### config.mk
export PLATFORM = sky130hd
export DESIGN_NAME = cabac_bypass_encoder
export DESIGN_NICKNAME = d
export VERILOG_FILES = /design/src/rtl/cabac_bypass_encoder.sv
export SDC_FILE = /design/constraint.sdc
export NUM_CORES = 1
export LEC_CHECK = 0
export CELL_PAD_IN_SITES_DETAIL_PLACEMENT = 0
export CELL_PAD_IN_SITES_GLOBAL_PLACEMENT = 1
export CORE_MARGIN = 2
export CORE_UTILIZATION = 30
export DETAILED_ROUTE_END_ITERATION = 16
export GPL_TIMING_DRIVEN = 1
export PLACE_DENSITY_LB_ADDON = 0.1
export RECOVER_POWER = 25
export SETUP_SLACK_MARGIN = 0.5
export SYNTH_ARGS = -nofsm -noshare
export SYNTH_HDL_FRONTEND = slang
export SYNTH_SLANG_ARGS = --single-unit
### constraint.sdc
create_clock -name clk -period 9.79 [get_ports clk]
set_input_delay 1.958 -clock clk [delete_from_list [all_inputs] [get_ports clk]]
set_output_delay 1.958 -clock clk [all_outputs]
set_load 0.01 [all_outputs]
### src/rtl/cabac_bypass_encoder.sv
// Purpose : CABAC multi-bin bypass (EP) encoder; folds 1-4 equiprobable bins per
//           cycle into m_low and emits bitstream bytes with lead-byte/0xFF-run/carry handling.
// Latency : a byte produced by an accepted group is on out_valid the cycle after acceptance;
//           backpressure: byte_out held while out_valid && !out_ready, in_ready low during a run.
//
// Ports:
//   clk, rst_n        rising-edge clock, synchronous active-low reset
//   init              one-cycle slice-start pulse, same effect as reset
//   m_range           9-bit range, sampled only on an accepting cycle
//   bin_in, n_bin     bins (bit0 first) and count-1 of the group
//   in_valid/in_ready group handshake
//   byte_out, out_valid/out_ready   bitstream byte handshake
//   low_out, bits_left_out, num_buffered_out, buffered_byte_out
//                     live coder state for the terminate/finish block
`timescale 1ns/1ps
module cabac_bypass_encoder #(
  parameter int RUN_W = 16
) (
  input  logic             clk,
  input  logic             rst_n,
  input  logic             init,
  input  logic [8:0]       m_range,
  input  logic [3:0]       bin_in,
  input  logic [1:0]       n_bin,
  input  logic             in_valid,
  output logic             in_ready,
  output logic [7:0]       byte_out,
  output logic             out_valid,
  input  logic             out_ready,
  output logic [31:0]      low_out,
  output logic [4:0]       bits_left_out,
  output logic [RUN_W-1:0] num_buffered_out,
  output logic [7:0]       buffered_byte_out
);

  typedef enum logic [0:0] {
    IDLE = 1'b0,
    RUN  = 1'b1
  } state_t;

  localparam logic [RUN_W-1:0] NB_SAT = '1;
  localparam logic [RUN_W-1:0] NB_ONE = RUN_W'(1);

  state_t           state_q, state_d;
  logic [31:0]      low_q, low_d;
  logic [4:0]       bits_left_q, bits_left_d;
  logic [RUN_W-1:0] num_buf_q, num_buf_d;
  logic [7:0]       buf_byte_q, buf_byte_d;
  logic [RUN_W-1:0] run_cnt_q, run_cnt_d;
  logic [7:0]       run_byte_q, run_byte_d;
  logic [7:0]       byte_q, byte_d;
  logic             out_valid_q, out_valid_d;

  logic             out_hs;
  logic             out_free;
  logic             accept;

  // Group arithmetic
  logic [2:0]       n_bins;
  logic [31:0]      low_grp;
  logic [4:0]       bl_grp;
  logic             need_wo;
  logic [4:0]       wo_shift;
  logic [8:0]       lead;
  logic [4:0]       bl_wo;
  logic [31:0]      low_wo;
  logic             carry;

  assign out_hs   = out_valid_q && out_ready;
  assign out_free = !out_valid_q || out_ready;

  // The output register must be free (or draining this cycle) before a group may
  // be taken, since a group can produce a byte. A saturated buffered-byte counter
  // stalls input until the finish block re-inits the coder.
  assign in_ready = (state_q == IDLE) && out_free && !init && (num_buf_q != NB_SAT);
  assign accept   = in_valid && in_ready;

  // Shifting low once per bin and adding the range for a one-bin is the same as
  // (low << n) + sum(bin_i * range * 2^(n-1-i)), with bin0 most significant.
  always_comb begin
    n_bins  = {1'b0, n_bin} + 3'd1;
    low_grp = low_q;
    for (int i = 0; i < 4; i++) begin
      if (i <= int'(n_bin)) begin
        low_grp = {low_grp[30:0], 1'b0} + (bin_in[i] ? {23'd0, m_range} : 32'd0);
      end
    end
    bl_grp   = bits_left_q - {2'b00, n_bins};
    // bits_left is at least 12 before a group, so one writeout suffices.
    need_wo  = (bl_grp < 5'd12);
    wo_shift = 5'd24 - bl_grp;
    lead     = 9'(low_grp >> wo_shift);
    carry    = lead[8];
    bl_wo    = bl_grp + 5'd8;
    low_wo   = low_grp & (32'hFFFF_FFFF >> bl_wo);
  end

  // Next-state / output logic
  always_comb begin
    state_d     = state_q;
    low_d       = low_q;
    bits_left_d = bits_left_q;
    num_buf_d   = num_buf_q;
    buf_byte_d  = buf_byte_q;
    run_cnt_d   = run_cnt_q;
    run_byte_d  = run_byte_q;
    byte_d      = byte_q;
    out_valid_d = out_valid_q;

    unique case (state_q)
      IDLE: begin
        if (out_hs) begin
          out_valid_d = 1'b0;
        end
        if (accept) begin
          low_d       = low_grp;
          bits_left_d = bl_grp;
          if (need_wo) begin
            low_d       = low_wo;
            bits_left_d = bl_wo;
            if (lead == 9'h0FF) begin
              // 0xFF may still absorb a carry: keep it pending.
              num_buf_d = num_buf_q + NB_ONE;
            end else if (num_buf_q == '0) begin
              buf_byte_d = lead[7:0];
              num_buf_d  = NB_ONE;
            end else begin
              // Carry is now resolved: release the lead byte and its 0xFF run.
              byte_d      = buf_byte_q + {7'd0, carry};
              out_valid_d = 1'b1;
              run_cnt_d   = num_buf_q - NB_ONE;
              run_byte_d  = carry ? 8'h00 : 8'hFF;
              buf_byte_d  = lead[7:0];
              num_buf_d   = NB_ONE;
              if (num_buf_q != NB_ONE) begin
                state_d = RUN;
              end
            end
          end
        end
      end

      RUN: begin
        // run_cnt counts run bytes not yet loaded into the output register;
        // the run ends once the last loaded byte is taken.
        if (out_hs) begin
          if (run_cnt_q != '0) begin
            byte_d    = run_byte_q;
            run_cnt_d = run_cnt_q - NB_ONE;
          end else begin
            out_valid_d = 1'b0;
            state_d     = IDLE;
          end
        end
      end

      default: begin
        state_d = IDLE;
      end
    endcase
  end

  always_ff @(posedge clk) begin
    if (!rst_n || init) begin
      state_q     <= IDLE;
      low_q       <= 32'd0;
      bits_left_q <= 5'd23;
      num_buf_q   <= '0;
      buf_byte_q  <= 8'hFF;
      run_cnt_q   <= '0;
      run_byte_q  <= 8'h00;
      byte_q      <= 8'h00;
      out_valid_q <= 1'b0;
    end else begin
      state_q     <= state_d;
      low_q       <= low_d;
      bits_left_q <= bits_left_d;
      num_buf_q   <= num_buf_d;
      buf_byte_q  <= buf_byte_d;
      run_cnt_q   <= run_cnt_d;
      run_byte_q  <= run_byte_d;
      byte_q      <= byte_d;
      out_valid_q <= out_valid_d;
    end
  end

  assign byte_out          = byte_q;
  assign out_valid         = out_valid_q;
  assign low_out           = low_q;
  assign bits_left_out     = bits_left_q;
  assign num_buffered_out  = num_buf_q;
  assign buffered_byte_out = buf_byte_q;

endmodule

==> impl_metrics.py <==
metrics = {
    "critical_path": {
        "required_ps": 10040,
        "crit_path_end_kind": "flop",
        "crit_arrival_ps": 9310,
        "crit_top_cell": "buf_4",
        "crit_buf_inv": 8,
        "rr_worst_depth": 34,
        "critPathTopFamily": "compound AO/OA/AOI/OAI gates",
        "slowest_delay_ps": 580,
        "cp.depth": 30,
        "startpoint_type": "input pin",
        "worstSetupPathType": "input pin to flop",
        "worstPathMaxFanout": 7,
        "cpMaxStageDelayCell": "o41a_1",
    },
    "clock_tree": {
        "clkTransAtPathRegs_ps": 70,
        "clk_path_buf_depth": 2,
        "cts_inserted_buffers": 9,
        "cts_tree": "built",
        "clock-root-buffer": "clkbuf_16",
        "clock-sinks": 88,
        "clock_latency_ps": 360,
        "htree_levels": 3,
    },
    "drt": {
        "drtPass1Iterations": 5,
        "wirelength_um": 63900,
        "vias": 16700,
        "drc": 0,
        "drt_iter0_drc": 1614,
        "wl_per_cell_um": 21.8,
        "via_per_inst": 5.70,
        "drtAntennaViolNets": 0,
    },
    "yosys": {
        "synth_warnings": 0,
        "synthesis.nets": 1957,
        "synth_area_leaders": "dfxtp_1, nor2_1, nand2_1",
        "ys_types": 113,
        "netlist_area_mm2": 0.0131,
        "synth-edff-count": 0,
        "synth_top_cell_by_area": "dfxtp_1",
        "async_flop_share_pct": 0,
        "synth_seq_area_share_pct": 13.5,
        "synth.top_cell.area_share_pct": 13.5,
        "syn_inst": 1884,
        "synthTopCellsByCount": "nor2_1, nand2_1, a21oi_1",
        "ys_ff_latch": 88,
        "yosys.cell_count.top_type": "nor2_1",
        "syn_area_per_cell_um2": 6.95,
        "synthFlopType": "dfxtp_1",
    },
    "final_layout": {
        "diodes": 0,
        "area_growth_pct": 50.2,
        "final_util_pct": 45.6,
        "nets": 2415,
        "drive_gt1_share_pct": 33.0,
    },
    "sta": {
        "hold_violations": 0,
        "rsz0062_at_grt": "false",
        "setup_tns_ps": 0,
        "drv_slew": 0,
        "min_period_ps": 9060,
        "tightestPinTransition_ps": 1210,
        "finalCritPeriodShare_pct": 92.6,
        "finalSetupViolations": 0,
        "finClkSkew_ps": 8.93,
        "fmax_mhz": 110,
        "relSlewSlack_pct": 18.8,
        "setup_ws_ps": 728,
    },
    "pwr": {
        "leakagePower_nw": 7.63,
        "internal-power_uw": 945,
        "p_switching_uw": 675,
        "seqPwrFrac_pct": 22.7,
        "p_sw_share_pct": 41.7,
        "peakVddDrop_mv": 0.0812,
        "power_frac_comb_pct": 56.0,
        "power_density_mw_per_mm2": 82.4,
        "power_mw": 1.62,
        "pwr-share-clk_pct": 21.3,
    },
    "placed_design": {
        "gp_congestion": 0.945,
        "dp_hpwl_um": 49900,
        "numPortBuffers": 90,
        "dp_slack_ps": -718,
    },
    "global_routing": {
        "grt_overflow": 0,
        "grt_pass1_vias": 15800,
        "gr-usage-all-layers_pct": 27.5,
        "grt_max_degree": 66,
        "antenna_found_initial": 1,
        "grt_pass1_wl_um": 96000,
    },
    "flow_run": {
        "drv_cap": 0,
    },
    "outcome": {
        "status": "finished, final reports clean",
    },
    "die": {
        "die_w_um": 213,
        "core_mm2": 0.0431,
        "io_pins": 91,
        "rows": 76,
        "initial_core_util_pct": 30.4,
        "die_area_mm2": 0.0453,
        "die_h_um": 213,
    },
    "hold_path": {
        "hp-class": "flop to flop",
        "whs_path_depth": 2,
    },
}
[timing repair]
item | CTS | global route
endpoints found under the setup margin | 51 | 51
buffers inserted | 18 | 32
cloned | 4 | 1
hold endpoints to repair | 0 | 0
resized for setup | 130 | 177
pin swaps | 42 | 102
hold buffers | 0 | 0
[per-stage QoR]
stage / instances / hold WS, ps / cell area (µm²)
final: 2932 / 451 / 19700
after global routing: 2932 / 481 / 19700
after CTS: 2899 / 464 / 18500
after detailed placement: 2861 / 455 / 17400
after global placement: 2861 / 449 / 17400
after floorplan: 1884 / 460 / 13100
[cell usage in the layout (no fill, tap or decap), types with 30 or more instances in the layout]
master / instances
dfxtp_1: 88
o21ai_0: 83
and2_1: 46
a21oi_1: 103
buf_4: 455
o211ai_1: 32
ha_1: 33
clkdlybuf4s50_1: 43
xor2_1: 43
a21o_1: 30
nor2_1: 193
nand2_1: 192
inv_1: 41
a211oi_1: 32
nor3_1: 62
nand3_1: 68
nand4_1: 37
xnor2_1: 58
dlygate4sd3_1: 39
[final cells by class]
class	instances	area, µm²
Fill cell	4440	23400
Inverter	47	176
Timing Repair Buffer	565	4600
Clock buffer	9	225
Tap cell	585	732
Sequential cell	88	1760
Clock inverter	7	61.3
Multi-Input combinational cell	1631	12100
[state kept, by name, indices dropped and copies added (netlist names)]
signal,count
run_byte_q,1
state_q,1
num_buffered_out,16
low_out,32
buffered_byte_out,8
run_cnt_q,16
byte_out,8
bits_left_out,5
out_valid,1
[worst register-to-register path, delay by kind of cell, from the launching register on]
family | cells | cell delay, ps
compound gates | 14 | 2270
xor+xnor | 1 | 170
fa+ha+maj | 5 | 1660
buf+inv | 4 | 600
flops | 1 | 480
mux | 1 | 340
simple gates | 9 | 2000
[power groups by stage]
stage	Sequential [mW]	Combinational (mW)	Clock [mW]
2_1_floorplan	0.373	0.432	0
3_3_place_gp	0.376	0.754	0
3_5_place_dp	0.377	0.750	0
4_1_cts	0.368	0.813	0.353
5_1_grt	0.369	0.970	0.365
6_report	0.368	0.907	0.345
[path summary, 6_finish.rpt]
kind / to / slack, ps / start
setup / recovery: run_cnt_q[11]$_SDFFE_PP0P_ / 730 / m_range[7]
setup reg to reg: run_cnt_q[11]$_SDFFE_PP0P_ / 2160 / low_out[0]$_SDFFE_PP0P_
hold / removal: byte_out[2]$_SDFFE_PP0P_ / 450 / byte_out[2]$_SDFFE_PP0P_
hold reg to reg: byte_out[2]$_SDFFE_PP0P_ / 450 / byte_out[2]$_SDFFE_PP0P_
[metal layers]
metal	track usage (%)	up-vias	part of all wire [%]
li1	-	8029	-
met1	39.9	8098	48
met2	42.2	523	43
met3	4.31	74	6.1
met4	7.16	0	2.7
met5	0	-	0
[cell families after synthesis]
kind of cell	Yosys count	synth area share (%)
AND/OR/NAND/NOR	808	30.8
AO/OA/AOI/OAI	604	33.0
buffers and inverters	166	5.16
XOR/XNOR	114	7.69
flip-flops	88	13.5
adder cells (fa/ha/maj)	53	5.35
multiplexers	51	4.54
(Power assumes the default switching activity.)
